==> src/rtl/fetch_branch_unit.sv <==
// fetch_branch_unit: fetch PC sequencing, late branch resolution with NZVC flags,
// and a counted flush of wrong-path fetches after a taken branch
module fetch_branch_unit #(
   parameter int ADDR_WIDTH = 64,
   parameter int OFFSET_WIDTH = 26,
   parameter logic [ADDR_WIDTH-1:0] RESET_PC = '0,
   parameter int FLUSH_CYCLES = 2
) (
   input  logic                    clk,
   input  logic                    reset,
   input  logic                    stall,
   input  logic                    br_valid,
   input  logic [1:0]              br_type,
   input  logic [3:0]              br_cond,
   input  logic [ADDR_WIDTH-1:0]   br_pc,
   input  logic [OFFSET_WIDTH-1:0] br_offset,
   input  logic                    cb_zero,
   input  logic                    flags_wr_en,
   input  logic [3:0]              flags_in,
   output logic [ADDR_WIDTH-1:0]   pc,
   output logic                    fetch_valid,
   output logic                    flush,
   output logic                    br_taken,
   output logic [ADDR_WIDTH-1:0]   br_target,
   output logic [3:0]              flags_q
);
   typedef enum logic {RUN, FLUSH} state_t;
   state_t state;
   logic [3:0] cnt;
   logic [3:0] eff;
   logic base, cond_true;
   assign eff = flags_wr_en ? flags_in : flags_q;
   // eff = {N,Z,V,C}; odd condition codes are the inverse of the even one below them
   always_comb begin
      case (br_cond[3:1])
         3'd0: base = eff[2];
         3'd1: base = eff[0];
         3'd2: base = eff[3];
         3'd3: base = eff[1];
         3'd4: base = eff[0] & ~eff[2];
         3'd5: base = eff[3] == eff[1];
         3'd6: base = ~eff[2] & (eff[3] == eff[1]);
         default: base = 1'b1;
      endcase
   end
   assign cond_true = br_type == 2'd0 ? 1'b1 :
                      br_type == 2'd1 ? (&br_cond[3:1] ? 1'b1 : base ^ br_cond[0]) :
                      br_type == 2'd2 ? cb_zero : ~cb_zero;
   assign br_taken = br_valid && cond_true && state == RUN;
   assign br_target = br_pc + (ADDR_WIDTH'($signed(br_offset)) << 2);
   assign flush = state == FLUSH;
   assign fetch_valid = state == RUN && !stall;
   always_ff @(posedge clk or posedge reset) begin
      if (reset) begin
         pc <= RESET_PC;
         flags_q <= '0;
         state <= RUN;
         cnt <= '0;
      end else begin
         if (flags_wr_en) flags_q <= flags_in;
         pc <= br_taken ? br_target : stall ? pc : pc + ADDR_WIDTH'(4);
         if (br_taken) begin
            state <= FLUSH;
            cnt <= 4'(FLUSH_CYCLES - 1);
         end else if (state == FLUSH) begin
            if (cnt == '0) state <= RUN;
            else cnt <= cnt - 4'd1;
         end
      end
   end
endmodule

==> config.mk <==
export PLATFORM = sky130hd
export DESIGN_NAME = fetch_branch_unit
export DESIGN_NICKNAME = d
export VERILOG_FILES = /design/src/rtl/fetch_branch_unit.sv
export SDC_FILE = /design/constraint.sdc
export NUM_CORES = 1
export LEC_CHECK = 0
export ABC_AREA = 1
export CORE_AREA = 4 4 160 162
export DETAILED_ROUTE_END_ITERATION = 12
export DIE_AREA = 0 0 164 166
export GPL_TIMING_DRIVEN = 1
export PLACE_DENSITY = 0.74
export SETUP_SLACK_MARGIN = 0.3
export SLEW_MARGIN = 10
export SYNTH_ARGS = -nofsm -noshare
export SYNTH_HDL_FRONTEND = slang
export SYNTH_SLANG_ARGS = --single-unit
==> constraint.sdc <==
create_clock -name clk -period 2.57 [get_ports clk]
set_clock_uncertainty 0.1 [all_clocks]
set_input_delay 0.3855 -clock clk [delete_from_list [all_inputs] [get_ports clk]]
set_output_delay 0.3855 -clock clk [all_outputs]
set_load 0.01 [all_outputs]
==> results.ini, run 1 <==
[synth]
synthArstFlopShare=1.000
synth-compound-area-share=0.06465
synthMuxAreaShare=0
yosysTopAreaCell=nand2_1
synth_ff_type=dfrtp_1
synth_edf_count=0
synth_area_um2=10740
yosysTopAreaCellShare=0.2313
netlist_top_cells_count=nand2_1 (662), inv_1 (344), nand3_1 (211), nor2_1 (188), dfrtp_1 (73)
yosysMostFrequentCell=nand2_1
synth_xor_area_frac=0.07828
ys_seq_area_frac=0.1701
synth_seq_cells=73
syn_avg_cell_area_um2=5.554
ys_types=38
synth-simple-area-share=0.4683
syn-num-nets=2105
synth_area_leaders=nand2_1 (23%), dfrtp_1 (17%), inv_1 (12%), nand3_1 (9.8%), ha_1 (7.5%)
synth_top_family_by_area=simple AND/OR/NAND/NOR gates
synthAdderAreaFrac=0.07641
ys_warn_count=0
syn_inst=1934

[clock_network]
clock_sinks=73
htreeDepth=3
cts_made_buffers=9
clock_path_buffers=2
cts_root_buf=clkbuf_16

[place]
globalplace.congestion=1.072
post_dp_cell_area_um2=15460
numPlacedInstances=2737
place_ws_ps=-1221
io_buffers=240
dp_hpwl_mm=39.65

[sta]
crit_endpoint=br_target[59]
worst_endpoint_kind=primary output

[run_status]
lastStage=global routing (5_1_grt)
status=stopped before the end
error=[ERROR GRT-0232] Routing congestion too high. Check the congestion heatmap in the GUI.

[die]
die_h_um=166
die_w_um=164
initial_core_util=0.4456
core.rowCount=57
boundaryPins=241

[grt]
grt_overflow=15
track_usage=0.7133
grt_max_degree=90

[timing repair]
item,4_1_cts
buffers inserted,102
endpoints found under the setup margin,128
resized for setup,1326
pin swaps,310
hold buffers,0
gates cloned,6
[routing by layer]
metal | GRT usage | overflow
met3 | 0.5557 | 2
met5 | 0.2164 | 0
met2 | 0.8799 | 7
met4 | 0.7301 | 6
met1 | 0.7033 | 0
[stage by stage]
stage          TNS (ps)    util
2_1_floorplan         0       -
3_3_place_gp     -80210  0.6415
3_5_place_dp     -84150  0.6415
4_1_cts           -2039  0.8218
[logic make-up after synthesis]
group / Yosys count
buf+inv: 379
simple gates: 1189
compound gates: 132
flops: 73
fa+ha+maj: 65
xor+xnor: 96
==> inputs of run 2 (changes only) <==
--- a/config.mk
+++ b/config.mk
@@ -6,12 +6,11 @@
 export NUM_CORES = 1
 export LEC_CHECK = 0
 export ABC_AREA = 1
-export CORE_AREA = 4 4 160 162
+export CORE_AREA = 4 4 195 197
 export DETAILED_ROUTE_END_ITERATION = 12
-export DIE_AREA = 0 0 164 166
+export DIE_AREA = 0 0 199 201
 export GPL_TIMING_DRIVEN = 1
-export PLACE_DENSITY = 0.74
-export SETUP_SLACK_MARGIN = 0.3
+export PLACE_DENSITY_LB_ADDON = 0.15
 export SLEW_MARGIN = 10
 export SYNTH_ARGS = -nofsm -noshare
 export SYNTH_HDL_FRONTEND = slang
==> run 2 against run 1 <==
  * The flow now finishes, with violations (setup timing)
  * Synthesized area did not move
  * Synthesized cell count did not move
==> results.ini, run 2 <==
[run_status]
status=finished with violations
violations=setup timing

[detailed_routing]
routed_wl_mm=56.62
top_layer_used=met4
drc=0
wl_per_cell_um=18.50
wl_met2_mm=27.70
m1WireLength_mm=24.30
ant_nets=0
vias_per_cell=4.904
drt_iter0_markers=873
drt_pass1_iterations=5
num_vias=15007
wl_met3_mm=2.145

[pwr]
internal_power_mw=6.593
seq_power_share=0.201
finalPower_mw=12.04
switching_share=0.4523
p_clk_frac=0.124
p_comb_frac=0.675
p_sw_mw=5.444
peakVddDrop_v=0.0003157
p_leak_nw=10.61
powerDensity_nw_per_um2=568.3

[place]
dp_hpwl_mm=44.46  ; +12%
place_ws_ps=-1273  ; -52.04 ps
io_buffers=240  ; unchanged
globalplace.congestion=0.9833  ; -8.2%

[sta]
fmax_mhz=357.4
tns_ps=-5031
setup_viol=36
maxSlewViolCount=0
setup_ws_ps=-228.2
final-hold-violation-count=0
holdWs_ps=296.6
rsz0062_at_grt=true
finalCriticalPeriod_ps=2798
maxSlewHeadroom=0.6248
min_period_over_period=1.089
worst_slew_pin_slew_ps=558.5

[synth]
syn-num-nets=2105  ; unchanged
yosysTopAreaCell=nand2_1
netlist_top_cells_count=nand2_1 (662), inv_1 (344), nand3_1 (211), nor2_1 (188), dfrtp_1 (73)
synth_area_um2=10740  ; unchanged
synth_ff_type=dfrtp_1
ys_types=38  ; unchanged
ys_warn_count=0  ; unchanged
synth_seq_cells=73  ; unchanged
synth_area_leaders=nand2_1 (23%), dfrtp_1 (17%), inv_1 (12%), nand3_1 (9.8%), ha_1 (7.5%)
syn_inst=1934  ; unchanged
syn_avg_cell_area_um2=5.554  ; unchanged
synthArstFlopShare=1.000  ; unchanged
yosysMostFrequentCell=nand2_1
synth_edf_count=0  ; unchanged
yosysTopAreaCellShare=0.2313  ; unchanged
ys_seq_area_frac=0.1701  ; unchanged

[clock_network]
postCtsHoldBufs=0  ; unchanged
cts_tree=yes
cts_root_buf=clkbuf_16
clock_path_buffers=2  ; unchanged
htreeDepth=3  ; unchanged
clock_sinks=73  ; unchanged
cts.clk_slew.worst_paths_ps=60
insertion_delay_ps=350
cts_made_buffers=9  ; unchanged

[final_layout]
antenna_cells=0
largest_reg_flops=64
reg_top3=pc (64), cnt (4), flags_q (4)
final_nets=2758
areaGrowthSynthToFinish_pct=97.19
regMostFlops=pc
final_common_cell=nand2_1
final_cell_mix=nand2_1 (388), buf_4 (366), inv_1 (261)
layout-drive-gt1-share=0.4826

[run]
drv_cap=0

[grt]
grt_pass1_vias=15291
antenna_found_initial=0
track_usage=0.2706
grt_pass1_wl_mm=84.90
grt_max_degree=74
grt_overflow=0

[die]
core_um2=36260
boundaryPins=241  ; unchanged
die_w_um=199  ; +21%
fp.dieArea_um2=40000
core.rowCount=70  ; +23%
initial_core_util=0.2962  ; -0.1494
die_h_um=201  ; +21%

[critical_path]
critical_path_class=primary input to output port
r2r_cells=10
cp_slowest_cell=ha_4
cp_max_fo=6
end_kind=output port
crit_chain=buf_16, buf_16, buf_8, ha_4, nand2_4, inv_2, a21oi_2, o21ai_2, inv_1, o21ai_2, a21o_1, xnor2_2, buf_4, inv_2, buf_6
worstPathArrival_ps=2310
cp-start-kind=primary input
crit_required_ps=2080
slowest_delay_ps=250

[hold_path]
holdCritPathClass=primary input to flop
whs_path_depth=3

[run 2: cell counts after synthesis]
Identical to the previous run, type by type.
[run 2: critical path: cells and delay by family]
family	cells	cell delay, ps
buf+inv	8	830
compound gates	4	560
fa+ha+maj	1	250
xor+xnor	1	160
simple gates	1	110
[run 2: area by class of cell]
| class | count | area, µm² |
|---|---|---|
| timing repair buffer | 676 | 5898 |
| multi-input combinational | 1482 | 11200 |
| sequential | 73 | 1827 |
| tap | 468 | 585.6 |
| clock buffer | 11 | 242.7 |
| fill | 3362 | 15080 |
| inverter | 345 | 1325 |
| clock inverter | 5 | 102.6 |
[run 2: cells by family after synthesis]
kind of cell / Yosys count / synth area share
xor gates and xnor gates: 96 / 0.07828
AOI/OAI and AO/OA: 132 / 0.06465
DFF: 73 / 0.1701
buffers and inverters: 379 / 0.1423
and+or+nand+nor: 1189 / 0.4683
adders and majority gates: 65 / 0.07641
[run 2: what timing repair did]
item	4_1_cts	5_1_grt
endpoints found under the setup margin	106	75
gates resized for setup	1280	233
pin swaps	329	176
setup buffers	92	26
cloned	4	1
[run 2: power by group through the flow]
stage	clock, mW	combinational, mW	sequential (mW)
3_3_place_gp	0	6.52	2.44
5_1_grt	1.56	8.75	2.50
4_1_cts	1.52	7.71	2.42
2_1_floorplan	0	2.75	2.46
6_report	1.49	8.12	2.42
3_5_place_dp	0	6.56	2.43
[run 2: path summary, 6_finish.rpt]
kind / start / end / slack [ps]
max: br_offset[25] / br_target[41] / -230
min: stall / pc[47]$_DFFE_PP0P_ / 300
max reg2reg: pc[43]$_DFFE_PP0P_ / pc[56]$_DFFE_PP0P_ / 180
min reg2reg: pc[0]$_DFFE_PP0P_ / pc[0]$_DFFE_PP0P_ / 380
max in group asynchronous: reset / pc[40]$_DFFE_PP0P_ / 1650
min in group asynchronous: reset / pc[55]$_DFFE_PP0P_ / 350
[run 2: metal layers]
| metal | track usage | up-vias |
|---|---|---|
| li1 | - | 7363 |
| met1 | 0.3519 | 7097 |
| met4 | 0.09526 | 0 |
| met5 | 0 | - |
| met2 | 0.4716 | 437 |
| met3 | 0.01779 | 110 |
[run 2: metrics by stage]
| stage | util | cell area [µm²] | cells |
|---|---|---|---|
| 2_1_floorplan | - | 10740 | 1934 |
| 3_3_place_gp | 0.4403 | 15970 | 2930 |
| 3_5_place_dp | 0.4403 | 15970 | 2930 |
| 4_1_cts | 0.5556 | 20150 | 3040 |
| 5_1_grt | 0.5842 | 21180 | 3060 |
| 6_report | 0.5842 | 21180 | 3060 |
(Power assumes the default switching activity.)
